==> src/rtl/night_pkg.sv <==
// Shared lamp encodings, FSM state type and lamp decode for the night controller.
package night_pkg;

    localparam logic [1:0] LAMP_DARK = 2'b00;
    localparam logic [1:0] LAMP_RED  = 2'b01;
    localparam logic [1:0] LAMP_YEL  = 2'b10;
    localparam logic [1:0] LAMP_GRN  = 2'b11;

    typedef enum logic [2:0] {
        StFlash   = 3'd0,
        StMainYel = 3'd1,
        StSideGrn = 3'd2,
        StSideYel = 3'd3,
        StAllRed  = 3'd4,
        StHold    = 3'd5
    } state_t;

    // Lamp code for one approach given the controller state and flash phase.
    function automatic logic [1:0] lamp_code(state_t st, logic phase_on, logic is_main);
        logic [1:0] code;
        case (st)
            StFlash:   code = phase_on ? (is_main ? LAMP_YEL : LAMP_RED) : LAMP_DARK;
            StMainYel: code = is_main ? LAMP_YEL : LAMP_RED;
            StSideGrn: code = is_main ? LAMP_RED : LAMP_GRN;
            StSideYel: code = is_main ? LAMP_RED : LAMP_YEL;
            default:   code = LAMP_RED;
        endcase
        return code;
    endfunction

endpackage

==> src/rtl/night_flash_ctrl_flash_gen.sv <==
// Flash half-period counter and on/off phase, with enable and synchronous clear.
module flash_gen #(
    parameter int unsigned FLASH_HALF = 8
) (
    input  logic clk,
    input  logic rst,
    input  logic en,
    input  logic clr,
    output logic wrap,
    output logic phase_next
);
    localparam int unsigned CW = (FLASH_HALF > 1) ? $clog2(FLASH_HALF) : 1;

    logic [CW-1:0] cnt_q, cnt_d;
    logic          phase_q, phase_d;

    assign wrap       = (cnt_q == CW'(FLASH_HALF - 1));
    assign phase_next = phase_d;

    // Clear wins over count; phase toggles on each half-period wrap.
    always_comb begin
        cnt_d   = cnt_q;
        phase_d = phase_q;
        if (clr) begin
            cnt_d   = '0;
            phase_d = 1'b1;
        end else if (en) begin
            if (wrap) begin
                cnt_d   = '0;
                phase_d = ~phase_q;
            end else begin
                cnt_d = cnt_q + 1'b1;
            end
        end
    end

    // Counter and phase registers; reset starts in the on-phase.
    always_ff @(posedge clk or posedge rst) begin
        if (rst) begin
            cnt_q   <= '0;
            phase_q <= 1'b1;
        end else begin
            cnt_q   <= cnt_d;
            phase_q <= phase_d;
        end
    end

endmodule

==> src/rtl/night_flash_ctrl.sv <==
// Night-mode intersection controller: flashing idle plus demand-driven side-road serve.
module night_flash_ctrl
    import night_pkg::*;
#(
    parameter int unsigned       NUM_DIR    = 4,
    parameter logic [NUM_DIR-1:0] MAIN_MASK = 4'b0101,
    parameter int unsigned       FLASH_HALF = 8,
    parameter int unsigned       YEL_CYC    = 4,
    parameter int unsigned       GREEN_CYC  = 16,
    parameter int unsigned       ALLRED_CYC = 2
) (
    input  logic                 clk,
    input  logic                 rst,
    input  logic                 night_en,
    input  logic [NUM_DIR-1:0]   side_req,
    output logic [2*NUM_DIR-1:0] lane_out,
    output logic                 serving
);
    localparam int unsigned MAX_YG  = (YEL_CYC > GREEN_CYC) ? YEL_CYC : GREEN_CYC;
    localparam int unsigned MAX_CYC = (MAX_YG > ALLRED_CYC) ? MAX_YG : ALLRED_CYC;
    localparam int unsigned TW      = (MAX_CYC > 1) ? $clog2(MAX_CYC) : 1;

    state_t        state_q, state_d;
    logic [TW-1:0] timer_q, timer_d;
    logic          pending_q, pending_d;
    logic          serving_q;
    logic [1:0]    lamp_q [NUM_DIR];
    logic          cyc_last;
    logic          side_seen;
    logic          flash_wrap;
    logic          phase_next;

    assign side_seen = |(side_req & ~MAIN_MASK);

    flash_gen #(
        .FLASH_HALF(FLASH_HALF)
    ) u_flash_gen (
        .clk       (clk),
        .rst       (rst),
        .en        (state_q == StFlash),
        .clr       (state_d != StFlash),
        .wrap      (flash_wrap),
        .phase_next(phase_next)
    );

    // Last cycle of the current timed state.
    always_comb begin
        cyc_last = 1'b0;
        case (state_q)
            StMainYel: cyc_last = (timer_q == TW'(YEL_CYC - 1));
            StSideGrn: cyc_last = (timer_q == TW'(GREEN_CYC - 1));
            StSideYel: cyc_last = (timer_q == TW'(YEL_CYC - 1));
            StAllRed:  cyc_last = (timer_q == TW'(ALLRED_CYC - 1));
            default:   cyc_last = 1'b0;
        endcase
    end

    // Next state, timer and pending demand.
    always_comb begin
        state_d   = state_q;
        timer_d   = timer_q;
        pending_d = pending_q;
        case (state_q)
            StFlash: begin
                if (!night_en)                    state_d = StHold;
                else if (pending_q && flash_wrap) state_d = StMainYel;
            end
            StMainYel: begin
                if (!night_en)     state_d = StHold;
                else if (cyc_last) state_d = StSideGrn;
            end
            // Losing night mode in green still goes through a full yellow.
            StSideGrn: begin
                if (!night_en || cyc_last) state_d = StSideYel;
            end
            StSideYel: begin
                if (cyc_last) state_d = night_en ? StAllRed : StHold;
            end
            StAllRed: begin
                if (!night_en)     state_d = StHold;
                else if (cyc_last) state_d = StFlash;
            end
            StHold: begin
                if (night_en) state_d = StAllRed;
            end
            default: state_d = StFlash;
        endcase

        if (state_d != state_q || state_q == StFlash || state_q == StHold) begin
            timer_d = '0;
        end else begin
            timer_d = timer_q + 1'b1;
        end

        // Demand is latched outside green; green entry and HOLD consume it.
        if (state_q == StHold || (state_d == StSideGrn && state_q != StSideGrn)) begin
            pending_d = 1'b0;
        end else if (state_q != StSideGrn && side_seen) begin
            pending_d = 1'b1;
        end
    end

    // FSM, timer, pending and serving registers.
    always_ff @(posedge clk or posedge rst) begin
        if (rst) begin
            state_q   <= StFlash;
            timer_q   <= '0;
            pending_q <= 1'b0;
            serving_q <= 1'b0;
        end else begin
            state_q   <= state_d;
            timer_q   <= timer_d;
            pending_q <= pending_d;
            serving_q <= (state_d != StFlash);
        end
    end

    assign serving = serving_q;

    for (genvar i = 0; i < NUM_DIR; i++) begin : g_dir
        localparam logic IS_MAIN = MAIN_MASK[i];

        // Registered lamp per approach, decoded from next state so it tracks state_q.
        always_ff @(posedge clk or posedge rst) begin
            if (rst) lamp_q[i] <= lamp_code(StFlash, 1'b1, IS_MAIN);
            else     lamp_q[i] <= lamp_code(state_d, phase_next, IS_MAIN);
        end

        assign lane_out[2*i +: 2] = lamp_q[i];
    end

endmodule

==> config.mk <==
export PLATFORM = sky130hd
export DESIGN_NAME = night_flash_ctrl
export DESIGN_NICKNAME = d
export VERILOG_FILES = /design/src/rtl/night_pkg.sv /design/src/rtl/night_flash_ctrl_flash_gen.sv /design/src/rtl/night_flash_ctrl.sv
export SDC_FILE = /design/constraint.sdc
export NUM_CORES = 1
export LEC_CHECK = 0
export CAP_MARGIN = 25
export CORE_MARGIN = 2
export CORE_UTILIZATION = 40
export CTS_BUF_LIST = sky130_fd_sc_hd__clkbuf_4 sky130_fd_sc_hd__clkbuf_8
export DETAILED_ROUTE_END_ITERATION = 10
export HOLD_SLACK_MARGIN = 0.15
export PLACE_DENSITY = 0.72
export SLEW_MARGIN = 0
export SYNTH_ARGS = -nofsm -noshare
export SYNTH_HDL_FRONTEND = slang
export SYNTH_SLANG_ARGS = --single-unit
==> constraint.sdc <==
create_clock -name clk -period 3.2 [get_ports clk]
set_clock_uncertainty 0.2 [all_clocks]
set_input_delay 0.64 -clock clk [delete_from_list [all_inputs] [get_ports clk]]
set_output_delay 0.64 -clock clk [all_outputs]
set_load 0.05 [all_outputs]
# Word-level counts from Yosys, hierarchy flattened

Index checks and enable logic that the tools add are counted.

Logic and storage cells: 65
Bits of input ports: 7
Bits in registers: 17

Equal/unequal tests: 14
Multiplexer cells: 25
Reduce and logical (&&, ||, !) cells: 15
Bitwise logic cells: 1
Add/sub/neg operators: 2

Operators with widths:

| kind                                                  | count |
|---|---|
| two-way mux 3 bit                                     | 12 |
| one-hot mux 3 bit (6 select lines)                    | 1 |
| == test 3 x 2 -> 1 bit, second input constant         | 4 |
| == test 3 bit, second input constant                  | 3 |
| two-way mux 1 bit                                     | 7 |
| == test 3 x 1 -> 1 bit, second input constant         | 2 |
| logical NOT 3 bit                                     | 2 |
| one-hot mux 2 bit (3 select lines)                    | 1 |
| adder 4 x 1 -> 4 bit, second input constant           | 1 |
| == test 4 x 1 -> 1 bit, second input constant         | 1 |
| == test 4 x 2 -> 1 bit, second input constant         | 1 |
| == test 4 bit, second input constant                  | 1 |
| logical OR 1 bit                                      | 4 |
| two-way mux 4 bit                                     | 1 |
| one-hot mux 2 bit (2 select lines)                    | 1 |
| nonzero test 2 bit                                    | 2 |
| OR reduction 2 bit                                    | 2 |
| adder 3 x 1 -> 3 bit, second input constant           | 1 |
| logical AND 1 bit                                     | 3 |
| inequality test 3 x 2 -> 1 bit, second input constant | 1 |
| inequality test 3 bit                                 | 1 |
| one-hot mux 1 bit (3 select lines)                    | 1 |
| nonzero test 3 bit                                    | 1 |
| two-way mux 2 bit                                     | 1 |
| 2 further kinds                                       | 2 |

# Depth between registers and ports, before layout

Word-level depth: 10
Depth in mapped cells: 8
Depth with buffers taken out: 7

# By module

From an unflattened synthesis, not the netlist that was laid out.

Cells, all modules: 89
Area, all modules: 929.6 um2

Modules (own cells, without submodules):

| module           | sequential area each (um2) | times used | area an instance (um2) | cells each |
|---|---|---|---|---|
| night_flash_ctrl | 327.8                      | 1          | 729.4                  | 72 |
| flash_gen        | 101.3                      | 1          | 200.2                  | 17 |

# Least setup slack after synthesis

OpenSTA, ideal clock, no wires.

Path type: reg2reg
From: register u_flash_gen.cnt_q[0]
To: register u_flash_gen.phase_q
Required time: 2,918 ps
Period minus slack after synthesis: 1,953 ps
Path buffers: 1
Arrival time: 1,671 ps
Slack: 1,247 ps
Cell stages (with the launch flop): 8
Cells stage by stage: dfrtp_1 > ha_1 > ha_1 > clkbuf_1 > nor3_1 > a21oi_1 > a221o_1 > or2_1

Longest elaborated chain between the ends: 7

Ends and longest elaborated chain:

| element                            | RTL line                         | text |
|---|---|---|
| from (decl)                        | night_flash_ctrl_flash_gen.sv:14 | `logic [CW-1:0] cnt_q, cnt_d;` |
| from (signal assigned)             | night_flash_ctrl_flash_gen.sv:43 | `cnt_q <= cnt_d;` |
| == test 3 bit (*)                  | night_flash_ctrl_flash_gen.sv:17 | `assign wrap = (cnt_q == CW'(FLASH_HALF - 1));` |
| logical AND 1 bit                  | night_flash_ctrl.sv:66           | `else if (pending_q && flash_wrap) state_d = StMainYel;` |
| two-way mux 3 bit                  | night_flash_ctrl.sv:66           |  |
| two-way mux 3 bit                  | night_flash_ctrl.sv:65           | `if (!night_en) state_d = StHold;` |
| one-hot mux 3 bit (6 select lines) | night_flash_ctrl.sv:63           | `case (state_q)` |
| nonzero test 3 bit                 | night_flash_ctrl.sv:41           | `.clr (state_d != StFlash),` |
| two-way mux 1 bit (*)              | night_flash_ctrl_flash_gen.sv:24 | `if (clr) begin` |
| named net phase_next               | night_flash_ctrl.sv:31           | `logic phase_next;` |
| to (signal assigned)               | night_flash_ctrl_flash_gen.sv:44 | `phase_q <= phase_d;` |
| to (decl)                          | night_flash_ctrl_flash_gen.sv:15 | `logic phase_q, phase_d;` |

The timed path passes the listed nets; every way through them passes the cells marked *.
A chain may end at the register's enable or synchronous reset.

==> impl_metrics.csv <==
group,metric,value,unit
status,status,"completed",
setup_path,cp_slowest_cell,"clkdlybuf4s50_1",
cts,clk_pin_slew,0.10,ns
global_routing,gr-usage-all-layers,14.5,%
route,dr.pass1.iters,4,
yosys,avgSynthCellArea,9.68,µm²
setup_path,path_cells,"clkdlybuf4s50_1",
route,avgRoutedWirePerCell,14.0,µm
yosys,yosysSeqAreaShare,38.5,%
route,dr_total_vias,846,
pwr,power.leakage,0.460,nW
yosys,ys.warnings.count,0,
cells_and_area,layout.nets,130,
cts,cts-root-buf,"clkbuf_4",
global_routing,grt-ovfl-total,0,
floorplanning,die_w,56.8,µm
timing,maxSlewViolCount,0,
global_routing,antenna_found_initial,0,
setup_path,max_stage_delay,0.79,ns
job,cap_violations,0,
floorplanning,die_h,56.8,µm
global_routing,grt_max_degree,19,
yosys,syn_area,1110,µm²
floorplanning,rows,19,
setup_path,end_kind,"output port",
yosys,syn_nets,125,
cts,post_cts_resized,0,
timing,relSlewSlack,56.6,%
yosys,synth_edf_count,0,
placement,place_congestion,0.810,
placement,dpl.hpwl,1530,µm
timing,finalHoldViolCount,0,
timing,worst_pin_slew,0.650,ns
yosys,synthArstFlopShare,100,%
route,viasPerCell,5.64,
setup_path,r2r_setup_slack,1.02,ns
yosys,netlist.area_leader.share,31.5,%
floorplanning,pin_count,16,
cts,cts_tree,"built",
floorplanning,start_util,41.1,%
route,drtIter0Drc,20,
setup_path,cp.arrival,1.63,ns
cts,numCtsBuffers,3,
timing,rsz0062_at_grt,"false",
floorplanning,die_area,3220,µm²
route,wl,2100,µm
timing,finalCritPeriodShare,77.1,%
yosys,synth_area_leaders,"dfrtp_1, dfstp_2, nor2_1",
setup_path,path_class,"flip-flop to output port",
cts,cts-hold-fix-buffers,0,
yosys,ys_types,47,
floorplanning,core,2710,µm²
yosys,synth_top_area_cell,"dfrtp_1",
global_routing,grt_pass1_vias,834,
pwr,powerDensity,327,nW/µm²
setup_path,required,2.36,ns
setup_path,critPathTopFamily,"buffers and inverters",
timing,max_freq,0.406,GHz
cts,post_cts_buffers,0,
timing,finalSetupViolCount,0,
pwr,max-vdd-ir-drop,258,µV
global_routing,grt_pass1_wl,3700,µm
yosys,ys_ff_latch,17,
setup_path,worstPathBufferInverterCount,1,
min_path,hold_class,"flip-flop to flip-flop",
yosys,synthCells,115,
placement,portBuffers,13,
yosys,ys.flop_type,"dfrtp_1",
cts,clockBufferDepth,2,
route,drcViolationCount,0,
cells_and_area,area_delta_synth_final,8.99,%
cts,htree_levels,1,
cts,clkSinkCount,17,
cells_and_area,final_util,44.8,%
yosys,synthTopCellsByCount,"dfrtp_1, nor2_1, a21oi_1",
cts,clock_latency,0.29,ns
timing,tns,0,ns
timing,fin_crit,2.47,ns
route,ant_nets,0,
timing,holdWs,0.338,ns
setup_path,startpoint_type,"flip-flop",
cells_and_area,drive_gt1_share,17.6,%
setup_path,worstPathMaxFanout,2,
cells_and_area,antenna_cells,0,
## layout by cell type, fill, tap and decap left out, drive strengths merged, types with 3 or more instances in the layout
cell type and count:
a21oi 10, nor2 15, nor3 4, clkdlybuf4s50 13, inv 5, dfstp 3, ha 3, nand3 4
clkbuf 3, nand2 7, o21ai 3, dfrtp 14
## report_power, final
part / internal [mW] / switching [mW] / total, mW
Sequential: 0.220 / 0.00964 / 0.230
Combinational: 0.0214 / 0.0305 / 0.0518
Clock: 0.0466 / 0.0688 / 0.115
## final timing paths
path,from,end,cells after the start
max in group asynchronous,rst,lane_out[7],2
max reg2reg,state_q[2],lane_out[6],5
min reg2reg,u_flash_gen.cnt_q[2],u_flash_gen.cnt_q[2],2
min,u_flash_gen.cnt_q[2],u_flash_gen.cnt_q[2],2
max,lane_out[5],lane_out[1],1
min in group asynchronous,rst,state_q[2],2
## metal layers
metal / global-route usage [%] / wire [µm]
met1: 17.7 / 874
met2: 25.6 / 1110
met3: 1.38 / 68
met4: 6.98 / 38
met5: 0 / 0
## layout make-up
cell class | instances | area (µm²)
clock buffer | 3 | 22.5
clock inverter | 1 | 5.00
fill | 276 | 1500
inverter | 5 | 18.8
multi-input combinational | 80 | 569
sequential | 17 | 429
tap | 31 | 38.8
timing repair buffer | 13 | 130
## flip-flops by register name (all words and copies together), names as in the netlist
signal / count
pending_q: 1
u_flash_gen.cnt_q: 3
lane_out: 4
u_flash_gen.phase_q: 1
state_q: 3
serving: 1
timer_q: 4
## through the flow
step,instance area (µm²),cells,power [mW],setup slack [ns]
after floorplan,1110,115,0.272,1.25
after global placement,1190,146,0.284,0.795
after detailed placement,1190,146,0.286,0.762
after CTS,1210,150,0.401,0.720
after global routing,1210,150,0.413,0.696
final,1210,150,0.397,0.734
## tightest hold or removal path, stage by stage, from the launching register on
cell	delay (ns)
dfrtp_1	0.39
nand2_1	0.06
a21oi_1	0.06
## kinds of logic after synthesis
kind of cell	share of synthesized area, %
and+or+nand+nor	22.5
DFF	38.5
muxes	0.899
AOI/OAI and AO/OA	22.0
xor gates and xnor gates	2.36
buffers and inverters	10.3
adders and majority gates	3.37
Note: power is estimated with default switching activity, not from simulation.
